[src/rtl/sccb_pkg.sv]
// Shared types and table marker encodings for the SCCB configuration sequencer.
package sccb_pkg;

  typedef enum logic [3:0] {
    ST_IDLE,
    ST_PWRUP,
    ST_FETCH,
    ST_DECODE,
    ST_DELAY,
    ST_WR_REQ,
    ST_WR_WAIT,
    ST_RD_REQ,
    ST_RD_WAIT,
    ST_CHECK,
    ST_DONE,
    ST_ERR
  } state_t;

  localparam logic [15:0] TBL_END = 16'hFFFF;
  localparam logic [7:0]  TBL_DLY = 8'hFE;

endpackage

[src/rtl/sccb_dly_timer.sv]
// Unit delay timer: load a unit count, count DLY_CYC clocks per unit, pulse expire on the last cycle.
module sccb_dly_timer #(
  parameter int DLY_CYC = 50000
) (
  input  logic       clk,
  input  logic       rst,
  input  logic       load,
  input  logic [7:0] units,
  output logic       expire
);

  localparam int CW = (DLY_CYC > 1) ? $clog2(DLY_CYC) : 1;
  localparam logic [CW-1:0] CYC_LAST = CW'(DLY_CYC - 1);

  logic [CW-1:0] cyc;
  logic [7:0]    left;
  logic          run;

  // Combinational so the owner can leave its wait state on the final counted cycle.
  assign expire = run && (cyc == CYC_LAST) && (left == 8'd1);

  always_ff @(posedge clk) begin
    if (rst) begin
      run  <= 1'b0;
      cyc  <= '0;
      left <= '0;
    end else if (load) begin
      run  <= (units != 8'd0);
      cyc  <= '0;
      left <= units;
    end else if (run) begin
      if (cyc == CYC_LAST) begin
        cyc  <= '0;
        left <= left - 8'd1;
        if (left == 8'd1) run <= 1'b0;
      end else begin
        cyc <= cyc + CW'(1);
      end
    end
  end

endmodule

[src/rtl/sccb_cfg_seq.sv]
// Power-up register table walker: one SCCB write per entry, optional readback compare with retry.
module sccb_cfg_seq
  import sccb_pkg::*;
#(
  parameter int IDX_W      = 6,
  parameter int DLY_CYC    = 50000,
  parameter int PWRUP_UNIT = 20,
  parameter int VERIFY     = 1,
  parameter int MAX_RETRY  = 3,
  parameter int TO_CYC     = 200000
) (
  input  logic             clk,
  input  logic             rst,
  input  logic             start,
  output logic             busy,
  output logic             done,
  output logic             err,
  output logic [IDX_W-1:0] err_idx,
  output logic [IDX_W-1:0] tbl_idx,
  input  logic [15:0]      tbl_rdata,
  output logic [7:0]       addr,
  output logic [7:0]       wdata,
  output logic             wr_en,
  output logic             rd_en,
  input  logic [7:0]       rdata,
  input  logic             rdata_vld,
  input  logic             rdy
);

  localparam int RW = (MAX_RETRY > 0) ? $clog2(MAX_RETRY + 1) : 1;
  localparam int TW = $clog2(TO_CYC + 1);
  localparam logic [RW-1:0] RETRY_MAX = RW'(MAX_RETRY);
  localparam logic [TW-1:0] TO_LAST   = TW'(TO_CYC - 1);
  localparam logic [7:0]    PWR_U     = 8'(PWRUP_UNIT);

  state_t           state, nxt;
  logic [IDX_W-1:0] idx;
  logic [RW-1:0]    retry;
  logic [TW-1:0]    to_cnt;
  logic             seen_low;
  logic [7:0]       rd_q;

  logic       dly_load, dly_exp;
  logic [7:0] dly_units;
  logic       idx_clr, idx_inc, retry_clr, retry_inc;
  logic       to_clr, ent_lat, rd_lat, err_lat;
  logic       adv, fail;
  logic       in_wait, timeout, is_last;

  assign in_wait = (state == ST_WR_WAIT) || (state == ST_RD_WAIT);
  assign timeout = in_wait && (to_cnt == TO_LAST);
  assign is_last = &idx;

  assign tbl_idx = idx;
  assign busy    = !((state == ST_IDLE) || (state == ST_DONE) || (state == ST_ERR));
  assign done    = (state == ST_DONE);
  assign err     = (state == ST_ERR);

  sccb_dly_timer #(.DLY_CYC(DLY_CYC)) u_dly (
    .clk    (clk),
    .rst    (rst),
    .load   (dly_load),
    .units  (dly_units),
    .expire (dly_exp)
  );

  always_ff @(posedge clk) begin
    if (rst) state <= ST_IDLE;
    else     state <= nxt;
  end

  always_comb begin
    nxt       = state;
    wr_en     = 1'b0;
    rd_en     = 1'b0;
    dly_load  = 1'b0;
    dly_units = tbl_rdata[7:0];
    idx_clr   = 1'b0;
    idx_inc   = 1'b0;
    retry_clr = 1'b0;
    retry_inc = 1'b0;
    to_clr    = 1'b0;
    ent_lat   = 1'b0;
    rd_lat    = 1'b0;
    err_lat   = 1'b0;
    adv       = 1'b0;
    fail      = 1'b0;
    case (state)
      ST_IDLE, ST_DONE, ST_ERR: begin
        if (start) begin
          idx_clr   = 1'b1;
          retry_clr = 1'b1;
          if (PWR_U == 8'd0) begin
            nxt = ST_FETCH;
          end else begin
            dly_load  = 1'b1;
            dly_units = PWR_U;
            nxt       = ST_PWRUP;
          end
        end
      end
      ST_PWRUP:  if (dly_exp) nxt = ST_FETCH;
      ST_FETCH:  nxt = ST_DECODE;
      ST_DECODE: begin
        if (tbl_rdata == TBL_END) begin
          nxt = ST_DONE;
        end else if (tbl_rdata[15:8] == TBL_DLY) begin
          if (tbl_rdata[7:0] == 8'd0) begin
            adv = 1'b1;
          end else begin
            dly_load = 1'b1;
            nxt      = ST_DELAY;
          end
        end else begin
          ent_lat = 1'b1;
          nxt     = ST_WR_REQ;
        end
      end
      ST_DELAY: if (dly_exp) adv = 1'b1;
      ST_WR_REQ: begin
        if (rdy) begin
          wr_en  = 1'b1;
          to_clr = 1'b1;
          nxt    = ST_WR_WAIT;
        end
      end
      ST_WR_WAIT: begin
        // Completion is the master going busy and then idle again.
        if (seen_low && rdy) begin
          if (VERIFY != 0) nxt = ST_RD_REQ;
          else             adv = 1'b1;
        end else if (timeout) begin
          fail = 1'b1;
        end
      end
      ST_RD_REQ: begin
        if (rdy) begin
          rd_en  = 1'b1;
          to_clr = 1'b1;
          nxt    = ST_RD_WAIT;
        end
      end
      ST_RD_WAIT: begin
        if (rdata_vld) begin
          rd_lat = 1'b1;
          nxt    = ST_CHECK;
        end else if (timeout) begin
          fail = 1'b1;
        end
      end
      ST_CHECK: begin
        if (rd_q == wdata) adv  = 1'b1;
        else               fail = 1'b1;
      end
      default: nxt = ST_IDLE;
    endcase

    // The last table slot ends the run even without an end marker.
    if (adv) begin
      retry_clr = 1'b1;
      if (is_last) begin
        nxt = ST_DONE;
      end else begin
        idx_inc = 1'b1;
        nxt     = ST_FETCH;
      end
    end
    if (fail) begin
      if (retry == RETRY_MAX) begin
        err_lat = 1'b1;
        nxt     = ST_ERR;
      end else begin
        retry_inc = 1'b1;
        nxt       = ST_WR_REQ;
      end
    end
  end

  always_ff @(posedge clk) begin
    if (rst) begin
      idx      <= '0;
      retry    <= '0;
      to_cnt   <= '0;
      seen_low <= 1'b0;
      addr     <= '0;
      wdata    <= '0;
      rd_q     <= '0;
      err_idx  <= '0;
    end else begin
      if (idx_clr)      idx <= '0;
      else if (idx_inc) idx <= idx + IDX_W'(1);

      if (retry_clr)      retry <= '0;
      else if (retry_inc) retry <= retry + RW'(1);

      if (to_clr) begin
        to_cnt   <= '0;
        seen_low <= 1'b0;
      end else if (in_wait) begin
        to_cnt <= to_cnt + TW'(1);
        if (!rdy) seen_low <= 1'b1;
      end

      if (ent_lat) {addr, wdata} <= tbl_rdata;
      if (rd_lat)  rd_q <= rdata;
      if (err_lat) err_idx <= idx;
    end
  end

endmodule
[config.mk]
export PLATFORM = sky130hd
export DESIGN_NAME = sccb_cfg_seq
export DESIGN_NICKNAME = d
export VERILOG_FILES = /design/src/rtl/sccb_pkg.sv /design/src/rtl/sccb_dly_timer.sv /design/src/rtl/sccb_cfg_seq.sv
export SDC_FILE = /design/constraint.sdc
export NUM_CORES = 1
export LEC_CHECK = 0
export BUFFER_PORTS_ARGS = -buffer_cell sky130_fd_sc_hd__buf_2
export CORE_UTILIZATION = 55
export DETAILED_ROUTE_END_ITERATION = 6
export GPL_TIMING_DRIVEN = 1
export PLACE_DENSITY_LB_ADDON = 0.25
export SLEW_MARGIN = 20
export SYNTH_ARGS = -nofsm -noshare
export SYNTH_HDL_FRONTEND = slang
export SYNTH_SLANG_ARGS = --single-unit
[constraint.sdc]
create_clock -name clk -period 3 [get_ports clk]
set_input_delay 0.15 -clock clk [delete_from_list [all_inputs] [get_ports clk]]
set_output_delay 0.15 -clock clk [all_outputs]
set_load 0.1 [all_outputs]
==> results by group, run 1 <==
Run status
  • Run status: completed

Critical path
  • CP bufs+invs: 0
  • Crit path cell chain: nor4bb_1 -> or4b_2 -> o22ai_4 -> o21ai_4 -> or4_1 -> a21oi_1
  • Critical path class: reg2reg
  • CP max stage cell: or4b_2
  • Worst-path maximum fanout: 9
  • R2R Setup Slk: 0.35 ns
  • Crit path from: state[0]
  • FF-to-FF Start: state[0]
  • CP max stage delay: 0.69 ns
  • Arr. time, crit path: 2.93 ns
  • Crit-path leading delay family: simple AND/OR/NAND/NOR gates
  • Startpoint Class: flip-flop
  • Crit end category: flip-flop
  • Worst Path Required: 3.28 ns

Yosys
  • Post-synth top cells: dfxtp_1, nor2_1, nand2_1
  • Library cells used by synthesis: 57
  • Synth Warn #: 0
  • Synth area leaders: dfxtp_1, nor2_1, mux2i_1, xor2_1, xnor2_1
  • Ys async rst share: 0%
  • #FFs+latches synth: 86
  • Post-synthesis sequential area ratio: 41.1%
  • Syn Area/Cell: 8.61 um2
  • Dominant cell type by area after synthesis: dfxtp_1
  • Prevailing post-synth register cell: dfxtp_1
  • EDFF count, synth: 0
  • Most common cell in the netlist: dfxtp_1
  • Synthesized area: 4190 um2
  • Mapped Cells: 487
  • Share of the synthesized area in the top cell type: 41.1%
  • Mapped Nets: 522

Placement
  • Inst Count DP: 637
  • Place WS: 0.396 ns
  • Routability congestion estimate: 0.937
  • I/O Buffers: 61
  • Dpl hpwl: 6950 um

Pwr
  • PD cells: 609 nW/um2
  • Maximum vdd drop: 0.000331 V
  • Static Leak: 0.00188 uW

Drt
  • DRC: 0
  • DRT Wirelength: 9330 um
  • Vias: 3705
  • Routed wire per std cell: 14.3 um
  • Detailed Routing Iterations Pass 1: 4
  • DRT antenna net count: 0
  • Routed vias/inst: 5.67
  • Starting DRC count in detailed routing: 196

CTS
  • H-tree depth: 3
  • CTS Buf Count: 9
  • Clk buf depth: 2
  • CTS Root Cell: clkbuf_8
  • Clock Latency Late Sink: 0.35 ns
  • Clock transition at the registers of the reported paths: 0.08 ns
  • CTS tree: done
  • Number of buffers inserted by hold repair at cts: 0
  • CTS Sinks: 86
  • Post_cts resized: 0
  • Setup bufs post-CTS: 0

Finish
  • Register Area: 1720 um2
  • Filler cells: 636
  • Ratio of cells with drive above 1 in the final layout: 19.3%
  • Fin nets: 584
  • # diodes: 0
  • Synth-to-layout area growth: 14.8%
  • Area of the multi-input gates: 2350 um2
  • Layout Cells excl Fill: 653

STA
  • Final period util: 88.3%
  • Fin. Hold Viols: 0
  • RSZ-0062 raised after global routing: false
  • Max-slew headroom: 35.8%
  • Maximum operating frequency: 378 MHz
  • Setup_tns: 0 ns
  • Final setup viols: 0
  • Worst Tran Pin Value: 0.954 ns
  • Max Slew Vio Count: 0
  • Setup WS post-layout: 0.352 ns
  • Post-layout min period: 2.65 ns
  • Worst Clk Skew: 0.00789 ns

GRT
  • Initial antenna violation count: 0
  • Tot GR Track Use: 24.8%
  • Global route overflow: 0
  • Vias in the first global route: 3377
  • Largest net degree at the start of global routing: 44
  • First-pass GRT wire length: 15200 um

Hold path
  • HP Class: in2reg
  • Worst Min Path Start: rdata[5]

Die
  • Die area: 7980 um2
  • Die height: 89.3 um
  • DIE WIDTH: 89.3 um
  • IO Count: 62
  • FP Rows: 31
  • Core Area: 7290 um2
  • Initial core utilization: 57.5%

Flow run
  • Max Cap Violations: 0
-- registers in the layout (all words and copies together) (netlist names) --
signal	flops
tbl_idx	6
retry	2
err_idx	6
to_cnt	18
rd_q	8
u_dly.cyc	16
u_dly.run	1
addr	8
wdata	8
seen_low	1
state	4
u_dly.left	8
-- power by group --
group / total (uW) / switching [uW] / internal (uW)
Combinational: 947 / 635 / 312
Sequential: 1270 / 53.1 / 1220
Clock: 714 / 390 / 323
-- cell usage in the layout, fill, tap and decap left out, types with 3 or more instances in the layout --
cell type,count
xor2_1,25
o21ai_0,8
buf_2,61
nand2_1,34
a22oi_1,7
nand3b_1,4
clkbuf_8,10
a311oi_1,3
mux2i_1,25
inv_1,12
ha_1,6
or2_2,3
and3_1,9
nand3_1,27
nor2_1,75
or3_2,3
nor4bb_1,3
or3_1,3
nor4_1,9
dfxtp_1,86
xnor2_1,23
nand4_1,14
a21oi_1,24
nand2b_1,4
buf_4,12
and2_1,3
nor3_1,12
or4_1,3
a211oi_1,4
-- layer usage --
metal | GRT usage (%) | part of all wire (%)
met1 | 30.9 | 45
met2 | 41.8 | 49
met3 | 5.72 | 4.0
met4 | 9.24 | 1.4
met5 | 0 | 0
-- area by class of cell --
class                   count  area share [%]
repair buffers             73            8.21
clock inverters             5           0.728
well taps                  99            2.57
flip-flops and latches     86            35.8
multi-input cells         367            48.9
inverters                  12           0.936
clock buffers              11            2.94
-- kinds of logic (layout without fill, tap and decap cells) --
logic type	Yosys count	in the layout	synth area share (%)
muxes	25	25	5.97
xor gates and xnor gates	48	48	10.0
and+or+nand+nor	224	224	27.7
AOI/OAI and AO/OA	64	64	10.2
DFF	86	86	41.1
buffers and inverters	34	101	3.25
adders and majority gates	6	6	1.79
-- through the flow --
| step | utilization [%] | power [uW] | instance area, um2 | hold slack [ns] |
|---|---|---|---|---|
| final | 66.0 | 2930 | 4810 | 0.0475 |
| after CTS | 65.9 | 2940 | 4810 | 0.0321 |
| after detailed placement | 63.5 | 2220 | 4630 | 0.412 |
| after floorplan | - | 2010 | 4190 | 0.297 |
| after global routing | 66.0 | 3090 | 4810 | 0.0491 |
| after global placement | 63.5 | 2200 | 4630 | 0.401 |
-- final timing paths --
path / to / depth (start not counted)
worst min register to register: rd_q[6] / 2
worst max-delay path: tbl_idx[5] / 6
worst min-delay path: rd_q[5] / 3
worst max register to register: tbl_idx[5] / 6
-- worst min-delay path: stages --
cell and delay (ns):
buf_2 0.09, nand3_1 0.05, a21oi_1 0.05
No activity file was read; power rests on OpenSTA's default activity.
==> run 2: changes to the inputs <==
HOLD_SLACK_MARGIN = 0.1   (was default)
==> results by group, run 2 (synthesis results as in run 1) <==
Die
  • Initial core utilization: 57.5%
  • FP Rows: 31
  • DIE WIDTH: 89.3 um
  • Core Area: 7290 um2
  • IO Count: 62
  • Die height: 89.3 um
  • Die area: 7980 um2

CTS
  • Setup bufs post-CTS: 0
  • Clk buf depth: 2
  • H-tree depth: 3
  • CTS Sinks: 86
  • CTS Root Cell: clkbuf_8
  • Clock transition at the registers of the reported paths: 0.08 ns
  • CTS tree: done
  • Clock Latency Late Sink: 0.35 ns
  • CTS Buf Count: 9

Finish
  • Ratio of cells with drive above 1 in the final layout: 18.7%
  • # diodes: 0
  • Largest register FFs: 18
  • Commonest non-fill, non-tap cell in the layout: dfxtp_1
  • Commonest cells after routing, fill and taps aside: dfxtp_1, nor2_1, buf_2
  • Synth-to-layout area growth: 19.4%
  • Biggest register: to_cnt
  • Regs by FF count: to_cnt: 18 flops, u_dly.cyc: 16 flops
  • Fin nets: 603
  • Filler cells: 599

Run status
  • Run status: completed

Placement
  • Dpl hpwl: 6950 um
  • I/O Buffers: 61
  • Routability congestion estimate: 0.937
  • Place WS: 0.396 ns

STA
  • Max Slew Vio Count: 0
  • Hold_ws: 0.123 ns
  • Post-layout min period: 2.65 ns
  • Max-slew headroom: 34.1%
  • Fin. Hold Viols: 0
  • Final period util: 88.2%
  • Setup_tns: 0 ns
  • Setup WS post-layout: 0.353 ns
  • Worst Tran Pin Value: 0.979 ns
  • RSZ-0062 raised after global routing: false
  • Maximum operating frequency: 378 MHz
  • Worst Clk Skew: 0.00826 ns
  • Final setup viols: 0

Critical path
  • Startpoint Class: flip-flop
  • Worst-path maximum fanout: 9
  • CP max stage cell: or4b_2
  • Reg2Reg Depth: 6
  • Critical path class: reg2reg
  • CP bufs+invs: 0
  • Crit path from: state[0]
  • Worst Path Required: 3.28 ns
  • R2R Setup Slk: 0.35 ns
  • Crit end category: flip-flop
  • Levels on crit path: 6
  • Arr. time, crit path: 2.93 ns
  • Crit path cell chain: nor4bb_1 -> or4b_2 -> o22ai_4 -> o21ai_4 -> or4_1 -> a21oi_1
  • CP max stage delay: 0.69 ns
  • FF-to-FF Start: state[0]
  • Crit-path leading delay family: simple AND/OR/NAND/NOR gates

Drt
  • Detailed Routing Iterations Pass 1: 6
  • Routed vias/inst: 5.66
  • DRT Wirelength: 9740 um
  • Routed wire per std cell: 14.5 um
  • DRT antenna net count: 0
  • Vias: 3801
  • DRC: 0
  • Starting DRC count in detailed routing: 184

Hold path
  • WHS Path Cells: 3
  • Worst Min Path Start: tbl_rdata[3]
  • HP Class: in2reg

GRT
  • First-pass GRT wire length: 15800 um
  • Vias in the first global route: 3460
  • Largest net degree at the start of global routing: 44
  • Initial antenna violation count: 0
  • Global route overflow: 0
  • Tot GR Track Use: 25.8%

Pwr
  • Maximum vdd drop: 0.000328 V
  • PD cells: 591 nW/um2
  • Static Leak: 0.00196 uW

Flow run
  • Max Cap Violations: 0
[run 2: changes by cell type in the layout (fill, tap and decap cells not counted)]
| cell | previous run | this run |
|---|---|---|
| dlygate4sd3_1 | 0 | 19 |
[run 2: path summary, 6_finish.rpt]
kind / end
hold / removal: wdata[3]
hold reg to reg: rd_q[5]
setup / recovery: tbl_idx[5]
setup reg to reg: tbl_idx[5]
[run 2: layer usage]
| layer | part of all wire [%] | vias up | global-route usage [%] |
|---|---|---|---|
| met5 | 0 | - | 0 |
| met4 | 2.3 | 0 | 10.1 |
| met3 | 4.4 | 23 | 5.72 |
| met2 | 49 | 102 | 43.9 |
| met1 | 44 | 1786 | 31.7 |
| li1 | - | 1890 | - |
[run 2: timing repair]
action	4_1_cts	5_1_grt
gates resized for setup	0	0
hold buffers	19	0
setup endpoints to repair	0	0
endpoints found under the hold margin	19	0
[run 2: stage by stage]
step	instances	utilization, %	instance area [um2]	total power [uW]
final	672	68.6	5000	2960
after floorplan	487	-	4190	2010
after global routing	672	68.6	5000	3110
after detailed placement	637	63.5	4630	2220
after global placement	637	63.5	4630	2200
after CTS	672	68.5	5000	2960
[run 2: layout make-up]
| type | instances | area, um2 | share of cell area, % |
|---|---|---|---|
| clock buffer | 11 | 141 | 2.83 |
| clock inverter | 5 | 35.0 | 0.700 |
| inverter | 12 | 45.0 | 0.900 |
| multi-input combinational | 367 | 2350 | 47.0 |
| sequential | 86 | 1720 | 34.4 |
| tap | 99 | 124 | 2.48 |
| timing repair buffer | 92 | 586 | 11.7 |
[run 2: power by group]
group	leakage (uW)	total, uW	switching (uW)	internal, uW
combinational	0.00117	971	643	328
clock	0.0000893	715	392	323
sequential	0.000695	1270	53.8	1220
[run 2: worst min-delay path: cells and delay by family]
family / cells / cell delay, ns
buffers and inverters: 1 / 0.13
multiplexers: 1 / 0.08
AND/OR/NAND/NOR: 1 / 0.07
==> run 3: changes to the inputs <==
PLACE_DENSITY = 0.77   (was default)
PLACE_DENSITY_LB_ADDON = default   (was 0.25)
clock period = 2.9 ns   (was 3 ns; I/O delays follow)
==> results by group, run 3 (synthesis results as in run 1) <==
Run status
  • Run status: completed

Critical path
  • Crit end category: flip-flop
  • Worst-path maximum fanout: 14
  • Critical path class: in2reg
  • Startpoint Class: primary input
  • R2R Setup Slk: 0.29 ns
  • Crit path from: tbl_rdata[3]
  • Worst reg2reg endpoint: tbl_idx[5]
  • FF-to-FF Start: state[0]
  • Reg2Reg Depth: 6
  • Arr. time, crit path: 2.95 ns
  • Worst Path Required: 3.18 ns

Drt
  • Starting DRC count in detailed routing: 281
  • DRT Wirelength: 10300 um
  • Top sig layer: met4
  • DRT antenna net count: 0
  • Routed wire per std cell: 15.2 um
  • Routed length on met3: 430 um
  • Routed wl met2: 5090 um
  • Routed vias/inst: 5.71
  • Detailed Routing Iterations Pass 1: 5
  • M1 WL: 4520 um
  • Vias: 3874
  • DRC: 0

Finish
  • Fin nets: 609
  • Commonest non-fill, non-tap cell in the layout: dfxtp_1
  • Ratio of cells with drive above 1 in the final layout: 19.5%
  • # diodes: 0
  • Layout Cells excl Fill: 678
  • Largest register FFs: 18
  • Biggest register: to_cnt
  • Synth-to-layout area growth: 21.9%
  • Regs by FF count: to_cnt: 18 flops, u_dly.cyc: 16 flops
  • Commonest cells after routing, fill and taps aside: dfxtp_1, nor2_1, buf_2

STA
  • Maximum operating frequency: 375 MHz
  • Max Slew Vio Count: 0
  • Hold_ws: 0.125 ns
  • RSZ-0062 raised after global routing: false
  • Worst Clk Skew: 0.00980 ns
  • Fin. Hold Viols: 0
  • Final period util: 92.0%
  • Setup_tns: 0 ns
  • Worst Tran Pin Value: 0.890 ns
  • Final setup viols: 0
  • Post-layout min period: 2.67 ns
  • Max-slew headroom: 40.1%

CTS
  • Clk buf depth: 2
  • Number of buffers inserted by hold repair at cts: 22
  • H-tree depth: 3
  • Setup bufs post-CTS: 0
  • CTS Sinks: 86
  • CTS Root Cell: clkbuf_8
  • CTS tree: done
  • Post_cts resized: 0
  • Clock Latency Late Sink: 0.36 ns
  • Clock transition at the registers of the reported paths: 0.08 ns
  • CTS Buf Count: 9

GRT
  • Tot GR Track Use: 26.3%
  • Global route overflow: 0
  • Largest net degree at the start of global routing: 44
  • Initial antenna violation count: 0
  • First-pass GRT wire length: 16100 um
  • Vias in the first global route: 3578

Pwr
  • PD cells: 639 nW/um2
  • Maximum vdd drop: 0.000341 V
  • Static Leak: 0.00201 uW

Placement
  • Dpl hpwl: 6990 um
  • Inst Count DP: 640
  • I/O Buffers: 61
  • Routability congestion estimate: 0.856

Flow run
  • Max Cap Violations: 0

Die
  • Die height: 89.3 um
  • FP Rows: 31
  • DIE WIDTH: 89.3 um
  • Die area: 7980 um2
  • IO Count: 62
  • Initial core utilization: 57.5%
  • Core Area: 7290 um2

Hold path
  • WHS Endpoint: seen_low
  • Worst Min Path Start: rdy
  • WHS Path Cells: 4
  • HP Class: in2reg
[run 3: cell types whose count changed in the layout (fill, tap and decap cells not counted), sizes merged]
| cell | change |
|---|---|
| clkinv | -2 |
| bufinv | +2 |
| buf | +3 |
| dlygate4sd3 | +3 |
| clkbuf | -2 |
| inv | +2 |
[run 3: cell type report]
type,count,area [um2]
timing repair buffer,98,638
tap,99,124
fill,622,2180
multi-input combinational,367,2360
clock buffer,9,124
sequential,86,1720
inverter,12,45.0
clock inverter,7,95.1
[run 3: routing by layer]
| layer | GRT usage, % | vias up |
|---|---|---|
| met5 | 0 | - |
| met4 | 10.7 | 0 |
| met3 | 4.62 | 27 |
| met2 | 46.2 | 107 |
| met1 | 31.8 | 1842 |
| li1 | - | 1898 |
[run 3: worst max-delay path by stage]
| stage | endpoint | slack (ns) | cells after the start |
|---|---|---|---|
| 2_1_floorplan | tbl_idx[5] | 0.18 | 6 |
| 3_3_place_gp | tbl_idx[5] | 0.39 | 6 |
| 3_5_place_dp | tbl_idx[5] | 0.34 | 6 |
| 4_1_cts | tbl_idx[5] | 0.32 | 6 |
| 5_1_grt | u_dly.cyc[15] | 0.009 | 7 |
| 6_report | u_dly.cyc[15] | 0.23 | 7 |
[run 3: power breakdown]
group	internal (uW)	switching, uW
Sequential	1260	59.4
Combinational	348	672
Clock	488	437
[run 3: critical path: stages]
cell and delay [ns]:
dlygate4sd3_1 0.54, buf_2 0.15, nor4_1 0.32, nand2_1 0.22, a22oi_1 0.72, nand3_1 0.60, nor2_1 0.26
[run 3: through the flow]
| step | area (um2) | power [uW] | setup WS, ns | utilization (%) |
|---|---|---|---|---|
| 2_1_floorplan | 4200 | 2080 | 0.179 | - |
| 3_3_place_gp | 4660 | 2290 | 0.391 | 63.9 |
| 3_5_place_dp | 4660 | 2320 | 0.342 | 63.9 |
| 4_1_cts | 5100 | 3260 | 0.319 | 70.0 |
| 5_1_grt | 5110 | 3410 | 0.00863 | 70.1 |
| 6_report | 5110 | 3260 | 0.231 | 70.1 |
